`src/rtl/deck_pkg.sv`:
```
// Shared types and helpers for the card deck controller.
// Holds the FSM state enum, deck geometry and the blackjack value lookup.
package deck_pkg;

  typedef enum logic [1:0] {
    S_CLEAR = 2'd0,
    S_SEEK  = 2'd1,
    S_READY = 2'd2,
    S_EMPTY = 2'd3
  } deck_state_t;

  localparam int DECK_SIZE  = 52;
  localparam int RANK_COUNT = 13;
  localparam logic [5:0] LAST_IDX = 6'(DECK_SIZE - 1);

  // Ace counts 11, pips count face value, picture cards count 10.
  function automatic logic [4:0] card_value(input logic [5:0] idx);
    logic [5:0] rank;
    rank = idx % 6'(RANK_COUNT);
    if (rank == 6'd0) begin
      return 5'd11;
    end else if (rank <= 6'd9) begin
      return 5'(rank + 6'd1);
    end else begin
      return 5'd10;
    end
  endfunction

endpackage

```
`src/rtl/deck_lfsr.sv`:
```
// Free-running 8-bit Fibonacci LFSR, polynomial x^8+x^6+x^5+x^4+1.
// Loads SEED while RST is high and steps once per clock otherwise.
module deck_lfsr (
  input  logic       CLK,
  input  logic       RST,
  input  logic [7:0] SEED,
  output logic [7:0] Q
);

  logic [7:0] q_reg;
  logic       feedback;

  assign feedback = q_reg[7] ^ q_reg[5] ^ q_reg[4] ^ q_reg[3];

  always_ff @(posedge CLK) begin
    if (RST) begin
      q_reg <= SEED;
    end else begin
      q_reg <= {q_reg[6:0], feedback};
    end
  end

  assign Q = q_reg;

endmodule

```
`src/rtl/deck_ctrl.sv`:
```
// 52-card deck dealer: presents one undealt card at a time and marks it used on REQ.
// Define DECK_RANDOM_EN to pick the next search start from an LFSR instead of dealing in order.
module deck_ctrl
  import deck_pkg::*;
#(
  parameter logic [7:0] LFSR_SEED = 8'hB4,
  parameter logic [5:0] LOW_WATER = 6'd10
) (
  input  logic       CLK,
  input  logic       RST,
  input  logic       SHUFFLE,
  input  logic       REQ,
  output logic       RDY,
  output logic [5:0] CARD_IDX,
  output logic [4:0] CARD_VAL,
  output logic [5:0] CARDS_LEFT,
  output logic       EMPTY,
  output logic       LOW
);

  deck_state_t          state_reg, state_next;
  logic [DECK_SIZE-1:0] mask_reg, mask_next;
  logic [5:0]           cand_reg, cand_next;
  logic [5:0]           left_reg, left_next;
  logic [5:0]           idx_reg, idx_next;
  logic [5:0]           cand_after_accept;
  logic                 accept;
  logic                 mask_clear;
  logic                 cand_free;

`ifdef DECK_RANDOM_EN
  logic [7:0] lfsr_q;
  logic [5:0] lfsr_low;
  logic       unused_lfsr;

  deck_lfsr u_lfsr (
    .CLK  (CLK),
    .RST  (RST),
    .SEED (LFSR_SEED),
    .Q    (lfsr_q)
  );

  assign lfsr_low    = lfsr_q[5:0];
  assign unused_lfsr = ^lfsr_q[7:6];
  // Fold 52..63 back into the deck so every start point is a legal index.
  assign cand_after_accept = (lfsr_low >= 6'(DECK_SIZE)) ? lfsr_low - 6'(DECK_SIZE) : lfsr_low;
`else
  logic unused_seed;

  assign unused_seed       = ^LFSR_SEED;
  assign cand_after_accept = (idx_reg == LAST_IDX) ? 6'd0 : idx_reg + 6'd1;
`endif

  assign cand_free  = ~mask_reg[cand_reg];
  assign accept     = (state_reg == S_READY) && REQ && !SHUFFLE;
  assign mask_clear = (state_reg == S_CLEAR);

  genvar gi;
  generate
    for (gi = 0; gi < DECK_SIZE; gi++) begin : g_mask
      assign mask_next[gi] = mask_clear ? 1'b0 :
                             (accept && (idx_reg == 6'(gi))) ? 1'b1 : mask_reg[gi];
    end
  endgenerate

  always_ff @(posedge CLK) begin
    if (RST) begin
      state_reg <= S_CLEAR;
      mask_reg  <= '0;
      cand_reg  <= 6'd0;
      left_reg  <= 6'(DECK_SIZE);
      idx_reg   <= 6'd0;
    end else begin
      state_reg <= state_next;
      mask_reg  <= mask_next;
      cand_reg  <= cand_next;
      left_reg  <= left_next;
      idx_reg   <= idx_next;
    end
  end

  always_comb begin
    state_next = state_reg;
    cand_next  = cand_reg;
    left_next  = left_reg;
    idx_next   = idx_reg;
    case (state_reg)
      S_CLEAR: begin
        left_next  = 6'(DECK_SIZE);
        cand_next  = 6'd0;
        state_next = S_SEEK;
      end
      S_SEEK: begin
        if (cand_free) begin
          idx_next   = cand_reg;
          state_next = S_READY;
        end else begin
          cand_next = (cand_reg == LAST_IDX) ? 6'd0 : cand_reg + 6'd1;
        end
      end
      S_READY: begin
        if (accept) begin
          left_next  = left_reg - 6'd1;
          cand_next  = cand_after_accept;
          state_next = (left_reg == 6'd1) ? S_EMPTY : S_SEEK;
        end
      end
      S_EMPTY: begin
        state_next = S_EMPTY;
      end
      default: begin
        state_next = S_CLEAR;
      end
    endcase
    // A shuffle wins over everything but reset, including a same-cycle accept.
    if (SHUFFLE) begin
      state_next = S_CLEAR;
    end
  end

  always_comb begin
    RDY        = (state_reg == S_READY);
    EMPTY      = (state_reg == S_EMPTY);
    CARD_IDX   = idx_reg;
    CARD_VAL   = card_value(idx_reg);
    CARDS_LEFT = left_reg;
    LOW        = (left_reg <= LOW_WATER);
  end

endmodule

```
`config.mk`:
```
export PLATFORM = sky130hd
export DESIGN_NAME = deck_ctrl
export DESIGN_NICKNAME = d
export VERILOG_FILES = /design/src/rtl/deck_pkg.sv /design/src/rtl/deck_lfsr.sv /design/src/rtl/deck_ctrl.sv
export SDC_FILE = /design/constraint.sdc
export NUM_CORES = 1
export LEC_CHECK = 0
export ABC_AREA = 0
export BUFFER_PORTS_ARGS = -buffer_cell sky130_fd_sc_hd__buf_2
export CORE_MARGIN = 1.5
export CORE_UTILIZATION = 40
export CTS_CLUSTER_DIAMETER = 150
export DETAILED_ROUTE_END_ITERATION = 12
export PLACE_DENSITY = 0.66
export SLEW_MARGIN = 20
export SYNTH_ARGS = -nofsm -noshare
export SYNTH_HDL_FRONTEND = slang
export SYNTH_SLANG_ARGS = --single-unit
```
`constraint.sdc`:
```
create_clock -name CLK -period 5.2 [get_ports CLK]
set_input_delay 1.04 -clock CLK [delete_from_list [all_inputs] [get_ports CLK]]
set_output_delay 1.04 -clock CLK [all_outputs]
set_load 0.01 [all_outputs]
```
# Yosys cells after proc, flatten, opt, wreduce, memory -nomap -nowiden
# Cells that the tools add are included.
dict set report word_totals {
  ff_bits 72
  in_bits 4
}
dict set report classes {
  n_addsub 4
  order_cmp 3
  muxes 15
  eq_ne 59
  n_bitwise 1
  n_reduce_logical 66
  div_mod_pow 1
}
# cell count
set op_table {}
lappend op_table {{equality test 6 bit (second input constant)} 21}
lappend op_table {{equality test 6 x 5 -> 1 bit (second input constant)} 16}
lappend op_table {{logical AND 1 bit} 54}
lappend op_table {{equality test 6 x 4 -> 1 bit (second input constant)} 8}
lappend op_table {{2-to-1 mux 6 bit} 5}
lappend op_table {{equality test 6 x 3 -> 1 bit (second input constant)} 4}
lappend op_table {{case mux 6 bit (3 select lines)} 1}
lappend op_table {{adder 6 x 1 -> 6 bit (second input constant)} 2}
lappend op_table {{equality test 6 x 1 -> 1 bit (second input constant)} 2}
lappend op_table {{equality test 6 x 2 -> 1 bit (second input constant)} 2}
lappend op_table {{<= comparator 6 x 4 -> 1 bit (second input constant)} 2}
lappend op_table {{zero test 6 bit} 2}
lappend op_table {{case mux 6 bit (2 select lines)} 1}
lappend op_table {{2-to-1 mux 5 bit} 2}
lappend op_table {{case mux 2 bit (4 select lines)} 1}
lappend op_table {{< comparator 6 x 7 -> 1 bit (second input constant)} 1}
lappend op_table {{binary-select mux 1 bit (select 6 bit)} 1}
lappend op_table {{remainder unit 6 x 4 -> 6 bit (second input constant)} 1}
lappend op_table {{2-to-1 mux 2 bit} 3}
lappend op_table {{AND reduction 2 bit} 3}
lappend op_table {{subtractor 6 x 1 -> 6 bit (second input constant)} 1}
lappend op_table {{adder 5 x 1 -> 5 bit (second input constant)} 1}
lappend op_table {{equality test 2 bit (second input constant)} 2}
lappend op_table {{!= test 2 bit (second input constant)} 2}
lappend op_table {{10 further kinds} 11}

# Depth between registers and ports, before layout
# Gate-level depths: netlist of run 1.
dict set report depth {
  word_depth 5
  ltp_mapped 14
}

# Least setup slack after synthesis of run 1
# No wires, ideal clock.
dict set report synth_timing {
  path_type {register to output}
  from {register idx_reg[3] (netlist: CARD_IDX[3])}
  to {output port CARD_VAL[2]}
  slack_ns 0.956
  path_buffers 1
  t_arrival_ns 3.204
  stages_incl_launch_ff 15
  cell_sequence {dfxtp_1 nor2b_1 mux2_2 inv_1 ha_1 nand4bb_1 and3_1 buf_2 mux2_4 or2_1 a21oi_1 o22ai_1 ha_1 xnor2_1 a2111oi_2}
}
dict set report synth_via {
  elab_chain_len 4
}
# item line
set synth_rtl {}
lappend synth_rtl {{start: declaration} deck_ctrl.sv:25} ;# logic [5:0] idx_reg, idx_next;
lappend synth_rtl {{start signal: assignment} deck_ctrl.sv:78} ;# idx_reg <= idx_next;
lappend synth_rtl {{remainder unit 6 x 4 -> 6 bit (*)} deck_pkg.sv:19} ;# rank = idx % 6'(RANK_COUNT);
lappend synth_rtl {{adder 5 x 1 -> 5 bit / <= comparator 6 x 4 -> 1 bit (equally long branches)} {deck_pkg.sv:23, deck_pkg.sv:22}}
lappend synth_rtl {{2-to-1 mux 5 bit} deck_pkg.sv:22} ;# end else if (rank <= 6'd9) begin
lappend synth_rtl {{2-to-1 mux 5 bit (*)} deck_pkg.sv:20} ;# if (rank == 6'd0) begin
lappend synth_rtl {{end: declaration} deck_ctrl.sv:15} ;# output logic [4:0] CARD_VAL,
# Every way passes the cells marked *; elsewhere a longest branch is shown, timed or not.

# Worst setup path after layout of run 1
dict set report layout_timing {
  from {register idx_reg[2] (netlist: CARD_IDX[2])}
  to {output port CARD_VAL[2]}
}
# The elaborated chain is that of the path after synthesis.

==> results by group, run 1 <==
Floorplanning
  – Starting Density: 41.4%
  – Die Area: 10800 um^2
  – Die W: 104 um
  – Core area: between 9000 and 10000 um^2
  – Std cell rows: 36
  – I/O Pins: 24
  – Die height: 104 um

Worst setup path
  – RR Startpoint: cand_reg[0]$_SDFFE_PP0P_
  – Slowest stage cell, crit path: dfxtp_2
  – CP cell instances: nor2b_1 -> mux2_2 -> inv_1 -> ha_1 -> nand4bb_1 -> and3_1 -> mux2_4 -> or2_1 -> a21oi_1 -> o22ai_1 -> ha_1 -> xnor2_1 -> a2111oi_2 -> buf_2
  – Critical path class: register to primary output
  – Critical path endpoint category: primary output
  – Worst path arrival time: 3.85 ns
  – Reg2Reg Depth: 7
  – CP max stage delay: 0.49 ns
  – Worst setup SP type: register
  – Crit Path Max Fanout: 16
  – Most used cell, CP: ha_1
  – Worst reg2reg setup slack: 1.79 ns
  – Reg2reg end: cand_reg[5]$_SDFFE_PP0P_
  – Required time of the critical path: 4.16 ns

Clock network
  – CTS Hold Bufs: 0
  – CTS tree: built
  – Htree depth: 3
  – CTS Buf Count: 9
  – Worst skew pair latency: around 0.35 ns
  – Clock sink total: 72
  – Clock buffer depth: 2
  – CTS resizes: 0
  – CTS root buffer: clkbuf_8
  – Setup Fix Bufs, Post-CTS: 0
  – Reg clk slew, reported paths: 0.08 ns

GRT
  – Congestion Overflow GR: 0
  – Initial antenna violation count: 0
  – Largest net degree at the start of global routing: 53
  – Vias in the first global route: 3315
  – Global-route wire length before repair: ~16000 um
  – Total GRT Usage: 18.8%

Yosys
  – Register area share after synthesis: about 35%
  – Mapped Avg Cell Area: 8.78 um^2
  – Synth cell types: 64
  – Mapped Cells: 463
  – Post-synth EDFFs: 0
  – Post-synthesis instance area: 4070 um^2
  – Synthesis-stage register bit count: 72
  – YS warnings: 0
  – Top_reg_cell synth: dfxtp_1
  – FFs w/ async S/R, synth: 0%
  – Post-Syn Nets: 483

Hold path
  – WHS Path Cells: 2
  – Min-delay src: mask_reg[6]$_SDFFE_PP0P_
  – Min-delay worst type: register to register
  – Hold EP: mask_reg[6]$_SDFFE_PP0P_

Routing
  – Remaining DRCs: 0
  – Drt pass-1 iters: 5
  – DRT Wirelength: 9800 um
  – Routed wire length per instance: 16.3 um
  – Drt via density: 5.76
  – Post-route ant nets: 0
  – Vias post-DR: 3472
  – Initial DRC Count: 216

Power and ir drop
  – PwrDens: 246 nW/um^2
  – Leakage power: around 1.5 nW
  – Design Power: 1.08 mW
  – Maximum vdd drop: ~0.14 mV

Layout
  – Fillers: about 1000
  – Area Overhead vs Synth: 8.22%
  – Post-layout nets: slightly below 500
  – Highest-count cells in the layout ignoring fill and taps: nor2_1 (77), dfxtp_1 (70), a31oi_1 (54), nand2_1 (27), mux2i_1 (26)
  – Max reg flops: 52
  – Fin area: 4400 um^2
  – Most common cell after layout, fill and taps aside: nor2_1
  – Layout cell share with drive strength beyond 1: 14.5%
  – Diodes inserted: 0

Timing
  – Slew headroom: 30.7%
  – Fmax: 0.205 GHz
  – Worst clock skew: 0.00968 ns
  – Hold Vio Cnt, Final: 0
  – TNS Setup: 0 ns
  – Final setup viols: 0
  – RSZ-0062 raised after global routing: false
  – Final cycle utilization of the critical path: between 90% and 100%
  – Min Clock Period, post-route: 4.89 ns
  – Final Max Tran Viols: 0
  – Worst slew pin tran: 1.04 ns

Status
  – Status: completed

Place
  – GP Congestion: 0.872
  – PortBufs: 22
  – Cell Area, Placed: between 4000 and 5000 um^2
  – Post-DP HPWL: 6390 um

Flow run
  – Max Cap Viol: 0
[synthesized netlist by cell type (2+ instances only)]
cell / number / share of area, %
xor2_1: 4 / 0.86
a211oi_1: 6 / 1.1
dfxtp_1: 72 / 35
mux2_2: 3 / 0.83
a211o_1: 3 / 0.65
nor2b_1: 7 / 1.1
nor3b_1: 2 / 0.37
o211ai_1: 2 / 0.37
o21ai_0: 7 / 0.86
inv_1: 11 / 1.0
mux4_1: 4 / 2.6
mux4_2: 5 / 2.8
nor3_1: 10 / 1.2
a22oi_1: 2 / 0.37
mux2i_1: 26 / 6.4
and3_1: 4 / 0.62
a2111oi_2: 2 / 0.74
nor2_1: 79 / 7.3
a2111o_1: 2 / 0.55
xnor2_1: 8 / 1.7
nand3_1: 7 / 0.86
a21oi_1: 10 / 1.2
nand2b_1: 11 / 1.7
buf_6: 5 / 1.4
a31oi_1: 54 / 8.3
o22ai_1: 7 / 1.1
nand2_1: 27 / 2.5
ha_1: 16 / 4.9
a21o_1: 2 / 0.37
clkbuf_1: 21 / 1.9
or2_2: 2 / 0.31
buf_2: 10 / 1.2
[cell families after synthesis]
group                    after synthesis  share of synthesized area (%)
multiplexers                          39                           13.0
XOR/XNOR                              13                           2.98
buffers and inverters                 51                           6.71
AND/OR/NAND/NOR                      160                           18.0
adder cells (fa/ha/maj)               16                           4.92
other                                  1                         0.0922
AO/OA/AOI/OAI                        111                           18.9
flip-flops                            72                           35.4
[critical path: cells and delay by family, from the launching register on]
family	cells	cell delay, ns
AOI/OAI and AO/OA	3	0.48
and+or+nand+nor	4	0.90
adders and majority gates	2	0.52
muxes	2	0.68
DFF	1	0.49
xor gates and xnor gates	1	0.13
buffers and inverters	2	0.30
[power breakdown]
group          internal [mW]  switching [mW]  leakage, nW  total (mW)
Clock                  0.269           0.215        0.106       0.483
Sequential             0.553         0.00401        0.581       0.557
Combinational         0.0150          0.0271        0.828      0.0421
Total                  0.836           0.246         1.52        1.08
[area by class of cell]
type                       instances  area, um^2  share of cell area (%)
multi-input combinational        340        2360                    53.6
sequential                        72        1440                    32.8
tap                              133         166                    3.78
clock inverter                     5        82.6                    1.88
inverter                          12        45.0                    1.02
clock buffer                      10         128                    2.90
timing repair buffer              31         178                    4.04
[per-stage QoR]
stage | std cells | worst slack [ns] | hold WS, ns | utilization, %
after global placement | 588 | 0.693 | 0.439 | 42.6
after detailed placement | 588 | 0.539 | 0.449 | 42.6
final | 603 | 0.312 | 0.460 | 44.8
after global routing | 603 | 0.00923 | 0.478 | 44.8
after CTS | 603 | 0.146 | 0.468 | 44.8
after floorplan | 463 | 0.956 | 0.428 | -
[metal layers]
layer	global-route usage, %	routed length, um	vias to the layer above
met5	0	0	-
met4	5.36	93	0
met2	31.1	4630	92
li1	-	-	1675
met1	24.4	4630	1697
met3	4.41	444	8
[how the worst max path moves through the flow]
stage | start | endpoint | slack (ns) | cells past startpoint
final | CARD_IDX[2]$_SDFFE_PP0P_ | CARD_VAL[2] | 0.31 | 14
after global routing | CARD_IDX[2]$_SDFFE_PP0P_ | CARD_VAL[2] | 0.009 | 14
after CTS | CARD_IDX[2]$_SDFFE_PP0P_ | CARD_VAL[1] | 0.15 | 13
after detailed placement | CARD_IDX[2]$_SDFFE_PP0P_ | CARD_VAL[1] | 0.54 | 13
after global placement | CARD_IDX[2]$_SDFFE_PP0P_ | CARD_VAL[1] | 0.69 | 13
after floorplan | CARD_IDX[3]$_SDFFE_PP0P_ | CARD_VAL[2] | 0.96 | 14
No activity file was read; power rests on OpenSTA's default activity.
==> inputs of run 2 (changes only) <==
- ABC_AREA: 0 -> 1
==> run 2 against run 1 <==
Effect of this change:
- clock power rose by 12%
- clock skew fell by 0.0022 ns
- register-to-register slack improved by 0.66 ns
- synthesized area rose by 3.0%
- critical path depth rose by 7
- cell area rose by 4.4%
- setup slack improved by 0.56 ns
- combinational power rose to 8.6 times the previous value
- cell count rose by 26%
- routed wire length rose by 2.0%
==> results by group, run 2 <==
Timing
  – Final Max Tran Viols: 0 (unchanged)
  – Final cycle utilization of the critical path: 83.2% (was 94.0%)
  – Final setup viols: 0 (unchanged)
  – RSZ-0062 raised after global routing: false (unchanged)
  – TNS Setup: 0 ns (unchanged)
  – PnR worst setup slack: 0.873 ns (was 0.312 ns)
  – Hold WS: 0.457 ns (was 0.460 ns)
  – Fmax: 0.231 GHz (was 0.205 GHz)
  – Min Clock Period, post-route: 4.33 ns (was 4.89 ns)
  – Hold Vio Cnt, Final: 0 (unchanged)
  – Slew headroom: 27.7% (was 30.7%)
  – Worst clock skew: 0.00753 ns (was 0.00968 ns)
  – Worst slew pin tran: 1.08 ns (was 1.04 ns)

Yosys
  – Mapped Cells: 610 (was 463)
  – Post-synth top cells: nand2_1 (110), nor2_1 (80), a21oi_1 (77) (was nor2_1 (79), dfxtp_1 (72), a31oi_1 (54))
  – Area contributors post-synth: dfxtp_1 (34%), nand2_1 (9.9%), a21oi_1 (9.2%) (was dfxtp_1 (35%), a31oi_1 (8.3%), nor2_1 (7.3%))
  – Most common cell in the netlist: nand2_1 (was nor2_1)
  – Post-synth EDFFs: 0 (unchanged)
  – Synth cell types: 38 (was 64)
  – Post-synthesis instance area: 4190 um^2 (was 4070 um^2)
  – YS warnings: 0 (unchanged)
  – Top_reg_cell synth: dfxtp_1 (unchanged)
  – Post-Syn Nets: 630 (was 483)
  – Cell accounting for the most synthesized area: dfxtp_1 (unchanged)
  – Synthesis-stage register bit count: 72 (unchanged)
  – Register area share after synthesis: 34.4% (was 35.4%)
  – Synth top area share: 34.4% (was 35.4%)
  – FFs w/ async S/R, synth: 0% (unchanged)
  – Mapped Avg Cell Area: 6.87 um^2 (was 8.78 um^2)

Floorplanning
  – Starting Density: 41.0% (was 41.4%)
  – Die height: 105 um (was 104 um)
  – Std cell rows: 37 (was 36)
  – Core area: 10200 um^2 (was 9820 um^2)
  – Die W: 105 um (was 104 um)
  – Die Area: 11100 um^2 (was 10800 um^2)
  – I/O Pins: 24 (unchanged)

Power and ir drop
  – PwrDens: 330 nW/um^2 (was 246 nW/um^2)
  – Sw Pwr: 0.507 mW (was 0.246 mW)
  – Pint: 1.01 mW (was 0.836 mW)
  – Comb pwr share: 23.9% (was 3.9%)
  – Switch share: 33.4% (was 22.7%)
  – Maximum vdd drop: 0.166 mV (was 0.140 mV)
  – Leakage power: 1.87 nW (was 1.52 nW)
  – Seq pwr share: 40.3% (was 51.4%)
  – Clock power share: 35.8% (was 44.7%)

Hold path
  – WHS Path Cells: 2 (unchanged)
  – Min-delay worst type: register to register (unchanged)
  – Hold EP: mask_reg[33]$_SDFFE_PP0P_ (was mask_reg[6]$_SDFFE_PP0P_)
  – Min-delay src: mask_reg[33]$_SDFFE_PP0P_ (was mask_reg[6]$_SDFFE_PP0P_)

Routing
  – Drt pass-1 iters: 5 (unchanged)
  – DRT Wirelength: 10000 um (was 9800 um)
  – Post-route ant nets: 0 (unchanged)
  – Initial DRC Count: 277 (was 216)
  – Vias post-DR: 3906 (was 3472)
  – Remaining DRCs: 0 (unchanged)
  – Drt via density: 5.13 (was 5.76)
  – Routed wire length per instance: 13.1 um (was 16.3 um)

Clock network
  – CTS tree: built (unchanged)
  – Reg clk slew, reported paths: 0.07 ns (was 0.08 ns)
  – CTS Hold Bufs: 0 (unchanged)
  – Clock buffer depth: 2 (unchanged)
  – CTS resizes: 0 (unchanged)
  – CTS Buf Count: 9 (unchanged)
  – Worst skew pair latency: 0.36 ns (was 0.35 ns)
  – Clock sink total: 72 (unchanged)
  – CTS root buffer: clkbuf_8 (unchanged)
  – Htree depth: 3 (unchanged)
  – Setup Fix Bufs, Post-CTS: 0 (unchanged)

Place
  – PortBufs: 22 (unchanged)
  – GP Congestion: 0.856 (was 0.872)
  – Pre-CTS worst setup slack: 1.28 ns (was 0.539 ns)
  – Post-DP HPWL: 7160 um (was 6390 um)
  – Cell Area, Placed: 4350 um^2 (was 4190 um^2)

Layout
  – Most common cell after layout, fill and taps aside: nand2_1 (was nor2_1)
  – Fin area: 4590 um^2 (was 4400 um^2)
  – Layout cell share with drive strength beyond 1: 13.7% (was 14.5%)
  – Diodes inserted: 0 (unchanged)
  – Area Overhead vs Synth: 9.64% (was 8.22%)
  – Post-layout nets: 641 (was 486)
  – Highest-count cells in the layout ignoring fill and taps: nand2_1 (110), nor2_1 (80), a21oi_1 (77), dfxtp_1 (72), inv_1 (68) (was nor2_1 (77), dfxtp_1 (70), a31oi_1 (54), nand2_1 (27), mux2i_1 (26))
  – Max reg flops: 52 (unchanged)

Flow run
  – Max Cap Viol: 0 (unchanged)

Worst setup path
  – Worst path arrival time: 3.29 ns (was 3.85 ns)
  – Critical path class: register to primary output (unchanged)
  – Critical path endpoint category: primary output (unchanged)
  – Worst setup SP type: register (unchanged)
  – Reg2Reg Depth: 14 (was 7)
  – RR Startpoint: cand_reg[1]$_SDFFE_PP0P_ (was cand_reg[0]$_SDFFE_PP0P_)
  – Worst reg2reg setup slack: 2.45 ns (was 1.79 ns)
  – Reg2reg end: CARD_IDX[2]$_SDFFE_PP0P_ (was cand_reg[5]$_SDFFE_PP0P_)
  – Crit Path Max Fanout: 10 (was 16)
  – Required time of the critical path: 4.16 ns (about the same)

GRT
  – Largest net degree at the start of global routing: 53 (unchanged)
  – Vias in the first global route: 3465 (was 3315)
  – Initial antenna violation count: 0 (unchanged)
  – Global-route wire length before repair: 16500 um (was 16400 um)
  – Total GRT Usage: 18.7% (was 18.8%)
  – Congestion Overflow GR: 0 (unchanged)

Status
  – Status: completed (unchanged)
-- run 2: changes by cell type after synthesis, sizes merged, moves of 26 or more --
cell,before,now
a31oi,54,2
o21ai,7,34
nand2,27,136
a21oi,10,78
mux2i,26,0
nand3,7,42
inv,12,73
-- run 2: how the worst max path moves through the flow --
| stage | start | endpoint | slack [ns] | depth (start not counted) |
|---|---|---|---|---|
| 2_1_floorplan | CARD_IDX[0]$_SDFFE_PP0P_ | CARD_VAL[2] | 1.66 | 20 |
| 3_3_place_gp | CARD_IDX[3]$_SDFFE_PP0P_ | CARD_VAL[2] | 1.46 | 22 |
| 3_5_place_dp | CARD_IDX[3]$_SDFFE_PP0P_ | CARD_VAL[2] | 1.28 | 21 |
| 4_1_cts | CARD_IDX[0]$_SDFFE_PP0P_ | CARD_VAL[2] | 0.88 | 21 |
| 5_1_grt | CARD_IDX[0]$_SDFFE_PP0P_ | CARD_VAL[2] | 0.54 | 21 |
| 6_report | CARD_IDX[0]$_SDFFE_PP0P_ | CARD_VAL[2] | 0.87 | 21 |
-- run 2: stage by stage --
step / power, mW / std cells / util, %
after floorplan: 0.901 / 610 / -
after global placement: 0.975 / 746 / 42.5
after detailed placement: 0.982 / 746 / 42.5
after CTS: 1.52 / 762 / 44.9
after global routing: 1.60 / 762 / 44.9
final: 1.52 / 762 / 44.9
-- run 2: worst max-delay path: stages (launching register included) --
cell,delay [ns]
dfxtp_1,0.56
inv_1,0.25
ha_1,0.28
inv_1,0.20
nor2_8,0.08
nand2_4,0.08
nand3_4,0.10
nand2_2,0.08
nand2_2,0.08
nor2_4,0.14
nand2_4,0.09
nand2_4,0.09
nand2_1,0.07
nand2_1,0.14
ha_1,0.20
inv_1,0.05
nand2_1,0.06
nand2_1,0.05
clkinv_1,0.04
nand3_1,0.05
nor2_1,0.09
buf_2,0.14
-- run 2: power groups by stage --
stage / clock network [mW] / logic (mW) / registers, mW
global placement: 0 / 0.352 / 0.622
global route: 0.578 / 0.406 / 0.617
CTS: 0.554 / 0.359 / 0.611
detailed placement: 0 / 0.358 / 0.624
finish: 0.543 / 0.362 / 0.612
floorplan: 0 / 0.309 / 0.592
-- run 2: cell families after synthesis --
| family | after synthesis | share of synthesized area, % |
|---|---|---|
| and+or+nand+nor | 280 | 31.5 |
| AOI/OAI and AO/OA | 132 | 17.0 |
| buffers and inverters | 101 | 10.6 |
| DFF | 72 | 34.4 |
| adders and majority gates | 16 | 4.78 |
| xor gates and xnor gates | 8 | 1.67 |
| other | 1 | 0.0895 |
-- run 2: metal layers --
| metal | share of wire (%) | wire length (um) | GRT usage [%] |
|---|---|---|---|
| met4 | 1.7 | 173 | 6.46 |
| met5 | 0 | 0 | 0 |
| met3 | 6.2 | 618 | 4.39 |
| met1 | 47 | 4690 | 25.0 |
| met2 | 45 | 4510 | 29.5 |
-- run 2: cell type report --
class,count,area (um^2)
flip-flops and latches,72,1440
multi-input cells,437,2310
well taps,136,170
fillers,1072,5640
clock inverters,6,115
clock buffers,10,128
repair buffers,27,148
inverters,74,283
==> inputs of run 3 (changes only) <==
- PLACE_DENSITY: 0.66 -> 0.68
- clock period: 5.2 -> 3.8 ns (I/O delays scaled with it)
==> run 3 against run 2 <==
Effect of this change:
- clock power rose by 24%
- global-route usage barely moved
- total power rose by 36%
- clock skew rose by 0.0077 ns
- cell area rose by 3.1%
- non-clock buffer count rose by 16
- setup slack got worse by 0.75 ns
- combinational power rose by 61%
- via count rose by 1.5%
- first-iteration DRC count fell by 7.6%
- critical endpoint unchanged
==> results by group, run 3 (synthesized netlist as in run 2, its figures left out) <==
Status
  – Status: completed (unchanged)

GRT
  – Largest net degree at the start of global routing: 53 (unchanged)
  – Global-route wire length before repair: 16900 um (was 16500 um)
  – Total GRT Usage: 18.7% (about the same)
  – Initial antenna violation count: 0 (unchanged)
  – Vias in the first global route: 3526 (was 3465)
  – Congestion Overflow GR: 0 (unchanged)

Clock network
  – Worst skew pair latency: 0.36 ns (about the same)
  – Htree depth: 3 (unchanged)
  – CTS root buffer: clkbuf_8 (unchanged)
  – Clock buffer depth: 2 (unchanged)
  – Clock sink total: 72 (unchanged)
  – CTS Buf Count: 9 (unchanged)
  – Reg clk slew, reported paths: 0.07 ns (about the same)
  – CTS tree: built (unchanged)

Layout
  – Area Overhead vs Synth: 13.1% (was 9.64%)
  – Fillers: 1029 (was 1072)
  – Highest-count cells in the layout ignoring fill and taps: nand2_1 (109), nor2_1 (79), a21oi_1 (77), dfxtp_1 (68), inv_1 (64) (was nand2_1 (110), nor2_1 (80), a21oi_1 (77), dfxtp_1 (72), inv_1 (68))
  – Diodes inserted: 0 (unchanged)
  – Multi-input logic area: 2350 um^2 (was 2310 um^2)
  – Post-layout nets: 657 (was 641)
  – Layout cell share with drive strength beyond 1: 18.1% (was 13.7%)
  – Reg area: 1450 um^2 (was 1440 um^2)
  – Fin area: 4740 um^2 (was 4590 um^2)
  – Most common cell after layout, fill and taps aside: nand2_1 (unchanged)
  – Max reg flops: 52 (unchanged)

Power and ir drop
  – Switch share: 34.8% (was 33.4%)
  – Leakage power: 1.96 nW (was 1.87 nW)
  – Clock power share: 32.7% (was 35.8%)
  – Comb pwr share: 28.2% (was 23.9%)
  – Design Power: 2.07 mW (was 1.52 mW)
  – Pint: 1.35 mW (was 1.01 mW)
  – PwrDens: 436 nW/um^2 (was 330 nW/um^2)
  – Sw Pwr: 0.720 mW (was 0.507 mW)
  – Seq pwr share: 39.1% (was 40.3%)
  – Maximum vdd drop: 0.238 mV (was 0.166 mV)

Place
  – Cell Area, Placed: 4390 um^2 (was 4350 um^2)
  – GP Congestion: 0.878 (was 0.856)
  – PortBufs: 22 (unchanged)
  – Post-DP HPWL: 7310 um (was 7160 um)

Routing
  – Remaining DRCs: 0 (unchanged)
  – Routed wire length per instance: 13.3 um (was 13.1 um)
  – DRT Wirelength: 10300 um (was 10000 um)
  – Drt pass-1 iters: 4 (was 5)
  – Post-route ant nets: 0 (unchanged)
  – Initial DRC Count: 256 (was 277)
  – Vias post-DR: 3966 (was 3906)
  – Drt via density: 5.10 (was 5.13)

Worst setup path
  – Worst path arrival time: 2.92 ns (was 3.29 ns)
  – Critical path endpoint category: primary output (unchanged)
  – Required time of the critical path: 3.04 ns (was 4.16 ns)
  – Crit Path Max Fanout: 7 (was 10)
  – Critical path class: register to primary output (unchanged)
  – Worst reg2reg setup slack: 1.35 ns (was 2.45 ns)
  – Worst setup SP type: register (unchanged)

Timing
  – Hold WS: 0.456 ns (was 0.457 ns)
  – Min Clock Period, post-route: 3.68 ns
  – Worst slew pin tran: 1.02 ns (was 1.08 ns)
  – Final cycle utilization of the critical path: 96.8%
  – Fmax: 0.272 GHz
  – Slew headroom: 31.8% (was 27.7%)
  – Final Max Tran Viols: 0 (unchanged)
  – Final setup viols: 0 (unchanged)
  – Worst clock skew: 0.0153 ns (was 0.00753 ns)
  – Hold Vio Cnt, Final: 0 (unchanged)

Floorplanning
  – Die W: 105 um (unchanged)
  – Die Area: 11100 um^2 (unchanged)
  – Std cell rows: 37 (unchanged)
  – Starting Density: 41.0% (unchanged)
  – Die height: 105 um (unchanged)
  – Core area: 10200 um^2 (unchanged)
  – I/O Pins: 24 (unchanged)

Hold path
  – Min-delay worst type: register to register (unchanged)

Flow run
  – Max Cap Viol: 0 (unchanged)
-- run 3: cell types whose count changed in the layout (fill, tap and decap cells not counted), sizes merged --
cell,previous run,this run
clkbuf,10,9
buf,27,43
clkinv,1,3
inv,75,74
bufinv,3,2
-- run 3: worst paths after layout --
kind | from | to | cells after the start
worst max-delay path | CARD_IDX[2]$_SDFFE_PP0P_ | CARD_VAL[2] | 22
worst min-delay path | mask_reg[39]$_SDFFE_PP0P_ | mask_reg[39]$_SDFFE_PP0P_ | 2
worst max register to register | state_reg[0]$_SDFFE_PP0P_ | cand_reg[3]$_SDFFE_PP0P_ | 9
worst min register to register | mask_reg[39]$_SDFFE_PP0P_ | mask_reg[39]$_SDFFE_PP0P_ | 2
-- run 3: worst max-delay path, cell delays in order (launching register included) --
cell      delay (ns)
dfxtp_4         0.37
inv_6           0.05
nand2_8         0.07
nor2_1          0.06
nor2_2          0.20
ha_2            0.23
inv_2           0.06
nand2_4         0.08
nand3_4         0.11
nand3_1         0.14
nand2_4         0.08
nor2_8          0.14
nand2_4         0.08
buf_4           0.13
buf_4           0.12
nand2_2         0.07
nand2_2         0.09
nand2_1         0.07
nand2_1         0.06
clkinv_1        0.05
nand3_1         0.07
nor2_1          0.10
buf_2           0.13
-- run 3: layer usage --
| metal | part of all wire [%] | track usage, % | vias to the layer above |
|---|---|---|---|
| met5 | 0 | 0 | - |
| met4 | 1.2 | 5.38 | 0 |
| met3 | 4.0 | 3.77 | 11 |
| met2 | 47 | 29.8 | 70 |
| met1 | 48 | 25.6 | 1867 |
| li1 | - | - | 2018 |
-- run 3: timing repair --
action,4_1_cts,5_1_grt
hold buffers,0,0
endpoints found under the setup margin,0,2
resized for setup,0,19
setup buffers,0,10
-- run 3: area by class of cell --
| type | instances | area share (%) |
|---|---|---|
| clock inverters | 6 | 1.98 |
| well taps | 136 | 3.59 |
| repair buffers | 43 | 5.65 |
| inverters | 74 | 5.97 |
| flip-flops and latches | 72 | 30.6 |
| multi-input cells | 437 | 49.6 |
| clock buffers | 9 | 2.61 |
-- run 3: power by group through the flow --
| stage | Clock [mW] | Combinational, mW | Sequential (mW) |
|---|---|---|---|
| 2_1_floorplan | 0 | 0.423 | 0.810 |
| 3_3_place_gp | 0 | 0.521 | 0.822 |
| 3_5_place_dp | 0 | 0.532 | 0.824 |
| 4_1_cts | 0.685 | 0.534 | 0.806 |
| 5_1_grt | 0.723 | 0.647 | 0.813 |
| 6_report | 0.676 | 0.583 | 0.808 |
-- run 3: through the flow --
stage               setup WS [ns]  TNS [ns]  utilization, %  std cells
floorplan                   0.544         0               -        610
global placement            0.595         0            42.9        752
detailed placement          0.410         0            42.9        752
CTS                        0.0303         0            45.1        767
global route              -0.0395    -0.109            46.3        777
finish                      0.121         0            46.3        777
